`config.mk`:
```
export PLATFORM = sky130hd
export DESIGN_NAME = mtm_alu_pkt_serializer
export DESIGN_NICKNAME = d
export VERILOG_FILES = /design/src/rtl/mtm_ser_pkg.sv /design/src/rtl/mtm_ser_bit_tick.sv /design/src/rtl/mtm_alu_pkt_serializer.sv
export SDC_FILE = /design/constraint.sdc
export NUM_CORES = 1
export LEC_CHECK = 0
export ABC_AREA = 1
export CAP_MARGIN = 20
export CORE_MARGIN = 1
export CORE_UTILIZATION = 50
export DETAILED_ROUTE_END_ITERATION = 6
export PLACE_DENSITY = 0.77
export SYNTH_ARGS = -nofsm -noshare
export SYNTH_HDL_FRONTEND = slang
export SYNTH_SLANG_ARGS = --single-unit
```
`constraint.sdc`:
```
create_clock -name clk -period 2.4 [get_ports clk]
set_clock_uncertainty 0.2 [all_clocks]
set_input_delay 0.48 -clock clk [delete_from_list [all_inputs] [get_ports clk]]
set_output_delay 0.48 -clock clk [all_outputs]
set_load 0.01 [all_outputs]
```
`src/rtl/mtm_ser_pkg.sv`:
```
// rtl/mtm_ser_pkg.sv - shared states and constants for the ALU packet serializer; MTM_SER_PARITY_EN selects 12-bit frames
package mtm_ser_pkg;

   typedef enum logic [2:0] {
      S_IDLE,
      S_START,
      S_FLAG,
      S_PAYLOAD,
      S_PARITY,
      S_STOP,
      S_GAP
   } state_e;

   localparam logic START_BIT = 1'b0;
   localparam logic STOP_BIT  = 1'b1;
   localparam logic FLAG_DATA = 1'b0;
   localparam logic FLAG_CTL  = 1'b1;

`ifdef MTM_SER_PARITY_EN
   localparam int FRAME_BITS = 12;
`else
   localparam int FRAME_BITS = 11;
`endif

   localparam int CTL_ERR_BIT = 7;

   // Even parity: the bit that makes the total count of ones even.
   function automatic logic even_parity(input logic [7:0] b);
      return ^b;
   endfunction

endpackage

```
`src/rtl/mtm_ser_bit_tick.sv`:
```
// rtl/mtm_ser_bit_tick.sv - CLK_PER_BIT divider giving a one-cycle strobe on the last cycle of each serial bit
module mtm_ser_bit_tick #(
   parameter int CLK_PER_BIT = 1
) (
   input  logic clk_i,
   input  logic rst_i,
   input  logic clr_i,
   input  logic en_i,
   output logic tick_o
);

   localparam int            TW   = (CLK_PER_BIT > 1) ? $clog2(CLK_PER_BIT) : 1;
   localparam logic [TW-1:0] LAST = TW'(CLK_PER_BIT - 1);

   logic [TW-1:0] cnt_q, cnt_d;

   assign tick_o = (cnt_q == LAST);

   // Count clocks within the current bit; restart on a new packet.
   always_comb begin
      cnt_d = cnt_q;
      if (clr_i) begin
         cnt_d = '0;
      end else if (en_i) begin
         cnt_d = tick_o ? '0 : cnt_q + TW'(1);
      end
   end

   // Counter register.
   always_ff @(posedge clk_i) begin
      if (rst_i) begin
         cnt_q <= '0;
      end else begin
         cnt_q <= cnt_d;
      end
   end

endmodule

```
`src/rtl/mtm_alu_pkt_serializer.sv`:
```
// rtl/mtm_alu_pkt_serializer.sv - framed serial output of ALU result words; MTM_SER_PARITY_EN adds an even-parity bit per frame
module mtm_alu_pkt_serializer
   import mtm_ser_pkg::*;
#(
   parameter int DATA_BYTES  = 4,
   parameter int CLK_PER_BIT = 1,
   parameter int IFG_BITS    = 0
) (
   input  logic                    clk,
   input  logic                    rst,
   input  logic                    in_valid,
   output logic                    in_ready,
   input  logic [8*DATA_BYTES-1:0] in_data,
   input  logic [7:0]              in_ctl,
   output logic                    sout,
   output logic                    busy,
   output logic                    done
);

   localparam int            FW       = $clog2(DATA_BYTES + 1);
   localparam int            GW       = (IFG_BITS > 1) ? $clog2(IFG_BITS) : 1;
   localparam logic [GW-1:0] GAP_LAST = GW'((IFG_BITS > 0) ? IFG_BITS - 1 : 0);

   state_e                  state_q, state_d;
   logic                    sout_q, sout_d;
   logic [2:0]              bit_idx_q, bit_idx_d;
   logic [FW-1:0]           frame_q, frame_d;
   logic [GW-1:0]           gap_q, gap_d;
   logic [8*DATA_BYTES-1:0] data_q, data_d;
   logic [7:0]              ctl_q, ctl_d;
   logic [7:0]              cur_byte;
   logic                    accept;
   logic                    bit_end;

   // frame_q counts data frames still owed; zero means the control frame is on the line.
   assign cur_byte = (frame_q != '0) ? data_q[8*DATA_BYTES-1 -: 8] : ctl_q;
   assign accept   = (state_q == S_IDLE) && in_valid;
   assign in_ready = (state_q == S_IDLE);
   assign busy     = (state_q != S_IDLE);
   assign sout     = sout_q;

   mtm_ser_bit_tick #(
      .CLK_PER_BIT(CLK_PER_BIT)
   ) u_bit_tick (
      .clk_i (clk),
      .rst_i (rst),
      .clr_i (accept),
      .en_i  (busy),
      .tick_o(bit_end)
   );

   // Next-state logic; sout_d is the value of the bit that starts after this edge.
   always_comb begin
      state_d   = state_q;
      sout_d    = sout_q;
      bit_idx_d = bit_idx_q;
      frame_d   = frame_q;
      gap_d     = gap_q;
      data_d    = data_q;
      ctl_d     = ctl_q;
      done      = 1'b0;
      case (state_q)
         S_IDLE: begin
            sout_d = STOP_BIT;
            if (in_valid) begin
               state_d = S_START;
               sout_d  = START_BIT;
               data_d  = in_data;
               ctl_d   = in_ctl;
               frame_d = in_ctl[CTL_ERR_BIT] ? '0 : FW'(DATA_BYTES);
            end
         end
         S_START: begin
            if (bit_end) begin
               state_d = S_FLAG;
               sout_d  = (frame_q != '0) ? FLAG_DATA : FLAG_CTL;
            end
         end
         S_FLAG: begin
            if (bit_end) begin
               state_d   = S_PAYLOAD;
               bit_idx_d = 3'd7;
               sout_d    = cur_byte[7];
            end
         end
         S_PAYLOAD: begin
            if (bit_end) begin
               if (bit_idx_q == 3'd0) begin
`ifdef MTM_SER_PARITY_EN
                  state_d = S_PARITY;
                  sout_d  = even_parity(cur_byte);
`else
                  state_d = S_STOP;
                  sout_d  = STOP_BIT;
`endif
               end else begin
                  bit_idx_d = bit_idx_q - 3'd1;
                  sout_d    = cur_byte[bit_idx_d];
               end
            end
         end
`ifdef MTM_SER_PARITY_EN
         S_PARITY: begin
            if (bit_end) begin
               state_d = S_STOP;
               sout_d  = STOP_BIT;
            end
         end
`endif
         S_STOP: begin
            if (bit_end) begin
               if (frame_q != '0) begin
                  state_d = S_START;
                  sout_d  = START_BIT;
                  frame_d = frame_q - FW'(1);
                  data_d  = data_q << 8;
               end else if (IFG_BITS > 0) begin
                  state_d = S_GAP;
                  sout_d  = STOP_BIT;
                  gap_d   = '0;
               end else begin
                  state_d = S_IDLE;
                  sout_d  = STOP_BIT;
                  done    = 1'b1;
               end
            end
         end
         S_GAP: begin
            sout_d = STOP_BIT;
            if (bit_end) begin
               if (gap_q == GAP_LAST) begin
                  state_d = S_IDLE;
                  done    = 1'b1;
               end else begin
                  gap_d = gap_q + GW'(1);
               end
            end
         end
         default: begin
            state_d = S_IDLE;
            sout_d  = STOP_BIT;
         end
      endcase
   end

   // State and datapath registers; reset drops any partial packet.
   always_ff @(posedge clk) begin
      if (rst) begin
         state_q   <= S_IDLE;
         sout_q    <= STOP_BIT;
         bit_idx_q <= '0;
         frame_q   <= '0;
         gap_q     <= '0;
         data_q    <= '0;
         ctl_q     <= '0;
      end else begin
         state_q   <= state_d;
         sout_q    <= sout_d;
         bit_idx_q <= bit_idx_d;
         frame_q   <= frame_d;
         gap_q     <= gap_d;
         data_q    <= data_d;
         ctl_q     <= ctl_d;
      end
   end

endmodule

```
==> metrics.txt, run 1 <==
count of final hold-check violations=0; vias in the first global route=between 2000 and 2500; final WL=5280 microns; Die Y=between 70 and 80 microns; layout cell share with drive strength beyond 1=0.102; power density over cell area=700 mW/mm^2; hpwl dp=~3800 microns; crit path kind=reg2out; cell count after synthesis=around 320; Post-Syn Area=~0.0024 sq mm; CTS tree=done; grt ovf=0; Worst-Margin Slew=between 0.3 and 0.4 ns; root buffer cell=clkbuf_8; Synth area leaders=dfxtp_1 (41%), nand2_1 (11%), o21ai_1 (5.5%), nand3_1 (5.3%), a31oi_2 (5.1%); slew margin rel.=0.748; core area=0.00472 sq mm; Arrival @ worst endpoint=1.60 ns; most frequent cells in the layout=nand2_1 (75), dfxtp_1 (50), clkdlybuf4s50_1 (45); Synth cell types=30; status=finished, final reports clean; NumNets Final=410; total track usage=0.221; Mapped Nets=around 370; die width=slightly above 70 microns; Setup WS post-layout=between 0.1 and 0.15 ns; htree depth=2; Ys Warns=0; ANT nets after route=0; Antenna Cells=0; initial antenna violation count=0; CP required=between 1.5 and 2 ns; Post-Place Worst Slack=0.178 ns; syn avg cell area=7.60 sq um; TritonCTS Buffers=5; Syn-to-layout area delta=22.7%; clk slew on worst S/H paths=about 0.080 ns; Leakage=1.21 nW; DRC Markers=0; post-synth top area share=0.409; DR iter-0 viols=139; Hold Path Class=reg2reg; vias per cell=around 5.2; DR vias=~2200; Yosys top cell by area=dfxtp_1; Max-Cap Viols=0; TNS Setup=0 ns; fin crit share=0.948; sequential element share of the synthesized area=0.409; Fmax achieved=~0.44 GHz; Max Buffers Root-to-Sink=2; Initial Util=0.518; RD Place Congestion=a little under 0.9; Port-buffer cells=46; Tmin final=2.28 ns; CP Max Fanout=5; Hold Buf Count CTS=0; largest net degree at the start of global routing=50; first-pass GRT wire length=~9000 microns; CP endpoint kind=primary output; final setup vio count=0; drt pass-1 iters=4; clk sinks=50; I/O Pins=47; wire per inst=~12 microns; #FFs+latches synth=50; Worst-Skew Late Latency=between 0.3 and 0.4 ns; Gates resized, CTS repair=2; unrepaired setup endpoints after global routing=false; # rows=25; CP Launch Type=flop; commonest non-fill, non-tap cell in the layout=nand2_1; die area=between 0.005 and 0.006 sq mm; maximum vdd ir drop=~0.28 mV; Pins Over Slew Limit=0; Setup Fix Bufs, Post-CTS=0
==> flip-flops by register name (all words and copies together) (netlist names) <==
register	flops
bit_idx_q	3
ctl_q	8
data_q	32
frame_q	3
sout	1
state_q	3
==> cell type report <==
type,instances,area (sq um)
clock inverter,2,13.8
inverter,37,144
fill,431,1720
clock buffer,6,72.6
multi-input combinational,216,1180
sequential,50,1000
tap,67,83.8
timing repair buffer,53,512
==> synthesized netlist by cell type <==
| cell type | count |
|---|---|
| buf_8 | 2 |
| inv_6 | 1 |
| o21ai_1 | 27 |
| nand2_4 | 1 |
| buf_4 | 1 |
| xnor2_1 | 1 |
| nor2_2 | 1 |
| a31oi_1 | 15 |
| nand2_1 | 75 |
| nand2_2 | 1 |
| nor2_8 | 2 |
| clkbuf_1 | 7 |
| o221ai_1 | 1 |
| a31oi_2 | 10 |
| a21oi_1 | 22 |
| buf_6 | 3 |
| inv_1 | 33 |
| a221oi_1 | 1 |
| nor2_1 | 9 |
| dfxtp_1 | 50 |
| nor2_4 | 2 |
| ha_1 | 4 |
| o21ai_0 | 11 |
| buf_2 | 6 |
| a211oi_2 | 1 |
| a211oi_1 | 2 |
| nand3_1 | 26 |
| nor3_1 | 3 |
| nor4_1 | 1 |
| inv_2 | 3 |
==> cells by family (layout without fill, tap and decap cells) <==
kind of cell               after synthesis  after routing  synth area share
AOI/OAI and AO/OA                       90             90             0.230
and+or+nand+nor                        121            121             0.226
xor gates and xnor gates                 1              1           0.00358
buffers and inverters                   56             98             0.111
adders and majority gates                4              4            0.0204
DFF                                     50             50             0.409
==> critical path: stages, from the launching register on <==
cell           delay [ns]
dfxtp_1              0.30
inv_1                0.12
ha_2                 0.25
nand2_1              0.08
o21ai_0              0.24
dlygate4sd2_1        0.30
==> report_power, final <==
| part | switching [mW] | total [mW] | internal (mW) |
|---|---|---|---|
| clock | 0.282 | 0.489 | 0.206 |
| sequential | 0.0559 | 0.996 | 0.940 |
| combinational | 0.352 | 0.619 | 0.267 |
==> routing by layer <==
layer / global-route usage / vias to the layer above / wire, microns
met5: 0 / - / 0
met4: 0.0871 / 0 / 92
met3: 0.0375 / 8 / 210
met2: 0.363 / 57 / 2440
met1: 0.290 / 1016 / 2530
li1: - / 1155 / -
==> stage by stage <==
step | area [sq um] | utilization | power [mW] | hold WS, ns | instances
6_report | 3010 | 0.636 | 2.10 | 0.261 | 431
5_1_grt | 3010 | 0.636 | 2.24 | 0.282 | 431
4_1_cts | 3010 | 0.636 | 2.11 | 0.261 | 431
3_5_place_dp | 2920 | 0.618 | 1.63 | 0.250 | 423
3_3_place_gp | 2920 | 0.618 | 1.61 | 0.238 | 423
2_1_floorplan | 2450 | - | 1.46 | 0.225 | 322
==> path summary, 6_finish.rpt <==
check             cells past startpoint       start  slack (ns)    endpoint
hold reg to reg                       2    ctl_q[7]        0.26    ctl_q[7]
setup reg to reg                     10  frame_q[0]        0.29  data_q[27]
hold / removal                        2    ctl_q[7]        0.26    ctl_q[7]
setup / recovery                      5  frame_q[0]        0.12        done
No activity file was read; power rests on OpenSTA's default activity.
==> run 2: changes to the inputs <==
--- a/config.mk
+++ b/config.mk
@@ -9,8 +9,10 @@
 export CAP_MARGIN = 20
 export CORE_MARGIN = 1
 export CORE_UTILIZATION = 50
+export CTS_BUF_LIST = sky130_fd_sc_hd__clkbuf_8
 export DETAILED_ROUTE_END_ITERATION = 6
 export PLACE_DENSITY = 0.77
+export SKIP_LAST_GASP = 1
 export SYNTH_ARGS = -nofsm -noshare
 export SYNTH_HDL_FRONTEND = slang
 export SYNTH_SLANG_ARGS = --single-unit
==> run 2 against run 1 <==
  * Fmax is 0.14% higher
  * Via count stayed put
  * Sequential share of layout area stayed put
  * Core utilization stayed put
  * Critical path type unchanged
==> metrics.txt, run 2 (synthesis gave the netlist of run 1 again) <==
status=finished, final reports clean; CP Max Fanout=5; Setup Fix Bufs, Post-CTS=0; DRC Markers=0; Post-Place Worst Slack=~0.18 ns; largest registers=data_q x32, ctl_q x8; Slowest Stage Delay on Critical Path=0.30 ns; DR iter-0 viols=139; Initial Util=0.518; layout cell share with drive strength beyond 1=0.102; Arrival @ worst endpoint=between 1.5 and 2 ns; commonest non-fill, non-tap cell in the layout=nand2_1; Syn-to-layout area delta=22.7%; CTS tree=done; Worst-Margin Slew=between 0.3 and 0.4 ns; CP required=about 1.7 ns; Pins Over Slew Limit=0; dpl cell area=0.00292 sq mm; core area=around 0.0047 sq mm; Hold Path Cell Cnt=2; number of flip-flops in the largest register=32; htree depth=2; grt ovf=0; Leakage=about 1.2 nW; crit path kind=reg2out; hpwl dp=3770 microns; final hold slack=between 0.2 and 0.3 ns; CP endpoint kind=primary output; largest reg by FF count=data_q; first-pass GRT wire length=8980 microns; clk slew on worst S/H paths=approximately 0.080 ns; most frequent cells in the layout=nand2_1 (75), dfxtp_1 (50), clkdlybuf4s50_1 (45); die width=72.0 microns; root buffer cell=clkbuf_8; Pwr Total=approximately 2.1 mW; Port-buffer cells=between 40 and 50; Worst-Skew Late Latency=between 0.3 and 0.4 ns; count of final hold-check violations=0; Antenna Cells=0; slew margin rel.=0.747; ANT nets after route=0; Setup WS post-layout=between 0.1 and 0.15 ns; initial antenna violation count=0; Max Buffers Root-to-Sink=2; vias per cell=between 5 and 6; fin crit share=0.947; hold path endpoint=ctl_q[7]; TritonCTS Buffers=5; total track usage=0.221; DR vias=roughly 2200; number of fill cells=roughly 430; Fmax achieved=0.440 GHz; R2R depth=10; Worst Hold Launch=ctl_q[7]; I/O Pins=between 40 and 50; die area=between 0.005 and 0.006 sq mm; clk sinks=50; R2R Setup Slk=approximately 0.29 ns; Max-Cap Viols=0; final core utilization=0.636; CP cell instances=inv_1 > ha_2 > nand2_1 > o21ai_0 > dlygate4sd2_1; maximum vdd ir drop=between 0.2 and 0.3 mV; worst reg2reg path endpoint=data_q[27]; RD Place Congestion=~0.87; final setup vio count=0; dpl cells=423; Die Y=72.0 microns; largest net degree at the start of global routing=50; unrepaired setup endpoints after global routing=false; vias in the first global route=between 2000 and 2500; # rows=25; TNS Setup=0 ns; reg-to-reg startpoint=frame_q[0]; Hold Path Class=reg2reg; drt pass-1 iters=4; final std cells w/o fill=431; CP Launch Type=flop; power density over cell area=about 700 mW/mm^2; critical path's slowest cell=dfxtp_1; Tmin final=2.27 ns; final WL=5280 microns; NumNets Final=between 400 and 500; design area=0.00301 sq mm; wire per inst=~12 microns
run 2: critical path: cells and delay by family (launching register included):
family          cells  cell delay (ns)
buf+inv             2             0.42
fa+ha+maj           1             0.25
simple gates        1             0.08
flops               1             0.30
compound gates      1             0.24
run 2: report_power, final:
group          switching (mW)  internal [mW]  leakage, nW
combinational           0.352          0.267        0.749
sequential             0.0559          0.940        0.413
clock                   0.283          0.202       0.0493
total                   0.691           1.41         1.21
run 2: worst max-delay path by stage:
stage,startpoint,end,cells past startpoint
2_1_floorplan,state_q[0],done,6
4_1_cts,frame_q[0],done,5
5_1_grt,frame_q[0],done,5
3_3_place_gp,in_valid,data_q[30],7
3_5_place_dp,frame_q[0],done,5
6_report,frame_q[0],done,5
run 2: layer usage:
layer	GRT usage	part of all wire	vias up
li1	-	-	1155
met1	0.290	0.48	1016
met2	0.363	0.46	57
met3	0.0375	0.040	8
met4	0.0871	0.017	0
met5	0	0	-
run 2: repair_timing:
| item | in CTS | in global routing |
|---|---|---|
| endpoints found under the setup margin | 1 | 0 |
| hold endpoints to repair | 0 | 0 |
| hold buffers | 0 | 0 |
| resized for setup | 2 | 0 |
run 2: layout make-up:
class	count	area, sq um	share of cell area
inverters	37	144	0.0479
well taps	67	83.8	0.0279
repair buffers	53	512	0.170
multi-input cells	216	1180	0.392
clock inverters	3	17.5	0.00583
flip-flops and latches	50	1000	0.333
clock buffers	5	68.8	0.0229
==> run 3: changes to the inputs <==
--- a/config.mk
+++ b/config.mk
@@ -11,6 +11,7 @@
 export CORE_UTILIZATION = 50
 export CTS_BUF_LIST = sky130_fd_sc_hd__clkbuf_8
 export DETAILED_ROUTE_END_ITERATION = 6
+export GPL_TIMING_DRIVEN = 0
 export PLACE_DENSITY = 0.77
 export SKIP_LAST_GASP = 1
 export SYNTH_ARGS = -nofsm -noshare
==> run 3 against run 2 <==
  * Design area up 2.8%
  * Sequential cell count is the same
  * Worst hold slack is essentially flat
  * Critical path depth increased by 1
  * Core utilization rose by 1.8 points
  * Die area unchanged
  * Critical path type unchanged
  * Largest power group unchanged
==> metrics.txt, run 3 (synthesis gave the netlist of run 1 again) <==
final core utilization=0.654; Pins Over Slew Limit=0; Port-buffer cells=45; final WL=about 5400 microns; ANT nets after route=0; final setup vio count=0; first-pass GRT wire length=just over 9000 microns; largest registers=data_q x32, ctl_q x8; FF/Latch Area=~0.001 sq mm; fin crit share=0.953; Initial Util=0.518; critical path's slowest cell=dfxtp_2; maximum vdd ir drop=approximately 0.34 mV; count of final hold-check violations=0; Setup Fix Bufs, Post-CTS=0; CP Launch Type=flop; RD Place Congestion=0.800; reg-to-reg startpoint=frame_q[1]; CTS tree=done; die width=72.0 microns; R2R Setup Slk=~0.57 ns; Arrival @ worst endpoint=between 1.5 and 2 ns; area taken by multi-input logic gates=around 0.0012 sq mm; power density over cell area=709 mW/mm^2; number of fill cells=~430; commonest non-fill, non-tap cell in the layout=nand2_1; unrepaired setup endpoints after global routing=false; Worst-Margin Slew=0.438 ns; DR vias=around 2200; Fmax achieved=around 0.44 GHz; initial antenna violation count=0; Antenna Cells=0; Hold Buf Count CTS=0; CP endpoint=done; largest net degree at the start of global routing=20; # rows=25; Slowest Stage Delay on Critical Path=roughly 0.39 ns; wire per inst=around 12 microns; CP Max Fanout=19; final std cells w/o fill=441; Worst-Skew Late Latency=between 0.3 and 0.4 ns; Die Y=between 70 and 80 microns; TNS Setup=0 ns; layout cell share with drive strength beyond 1=0.120; number of flip-flops in the largest register=32; die area=0.00518 sq mm; status=finished, final reports clean; DRC Markers=0; vias per cell=roughly 5.1; Syn-to-layout area delta=26.2%; DR iter-0 viols=approximately 150; TritonCTS Buffers=5; worst reg2reg path endpoint=data_q[23]; crit path kind=reg2out; Max Buffers Root-to-Sink=2; Max-Cap Viols=0; CP Launch Point=state_q[0]; NumNets Final=420; vias in the first global route=2074; Tmin final=2.29 ns; dpl cells=around 430; CP endpoint kind=primary output; htree depth=2; root buffer cell=clkbuf_8; largest reg by FF count=data_q; drt pass-1 iters=4; CP required=between 1.5 and 2 ns; dpl cell area=approximately 0.0030 sq mm; Hold Path Class=reg2reg; total track usage=0.226; grt ovf=0; CP cell instances=inv_2 > nor2_4 > nand2_2 > buf_4 > o21ai_1 > dlygate4sd2_1; I/O Pins=47; clk sinks=50; most frequent cells in the layout=nand2_1 (75), dfxtp_1 (49), clkdlybuf4s50_1 (44); clk slew on worst S/H paths=roughly 0.09 ns; slew margin rel.=0.708; core area=roughly 0.0047 sq mm; R2R depth=10; hpwl dp=just over 4000 microns; Leakage=between 1 and 1.5 nW; design area=approximately 0.0031 sq mm; Worst Hold Launch=ctl_q[7]
## run 3: how the worst min path moves through the flow
stage / to / slack, ns / cells past startpoint
floorplan: ctl_q[1] / 0.22 / 2
global placement: ctl_q[1] / 0.24 / 2
detailed placement: ctl_q[1] / 0.24 / 2
CTS: ctl_q[1] / 0.26 / 2
global route: ctl_q[3] / 0.28 / 2
finish: ctl_q[7] / 0.26 / 2
## run 3: critical path, delay by kind of cell, from the launching register on
| kind | cells | cell delay (ns) |
|---|---|---|
| DFF | 1 | 0.39 |
| AOI/OAI and AO/OA | 1 | 0.16 |
| buffers and inverters | 3 | 0.54 |
| and+or+nand+nor | 2 | 0.20 |
## run 3: layout make-up
class                           count  share of cell area
Buffer                             18              0.0401
Clock buffer                        6              0.0267
Clock inverter                      2             0.00526
Inverter                           37              0.0466
Multi-Input combinational cell    216               0.385
Sequential cell                    50               0.324
Tap cell                           67              0.0271
Timing Repair Buffer               45               0.145
## run 3: report_power, final
group	total (mW)	switching [mW]	leakage, nW	internal (mW)
Combinational	0.656	0.363	0.783	0.293
Clock	0.537	0.299	0.0478	0.238
Sequential	0.997	0.0569	0.413	0.940
## run 3: per-layer routing
| layer | share of wire | global-route usage |
|---|---|---|
| met1 | 0.49 | 0.311 |
| met2 | 0.45 | 0.352 |
| met3 | 0.041 | 0.0514 |
| met4 | 0.018 | 0.0741 |
| met5 | 0 | 0 |
## run 3: timing repair
action,4_1_cts,5_1_grt
endpoints found under the setup margin,1,1
hold endpoints to repair,0,0
resized for setup,3,3
## run 3: stage by stage
| stage | hold WS, ns | worst slack, ns | total power, mW |
|---|---|---|---|
| final | 0.261 | 0.114 | 2.19 |
| after CTS | 0.260 | 0.0454 | 2.18 |
| after global placement | 0.242 | -0.139 | 1.65 |
| after global routing | 0.276 | 0.0385 | 2.32 |
| after floorplan | 0.225 | 0.444 | 1.46 |
| after detailed placement | 0.245 | -0.196 | 1.66 |
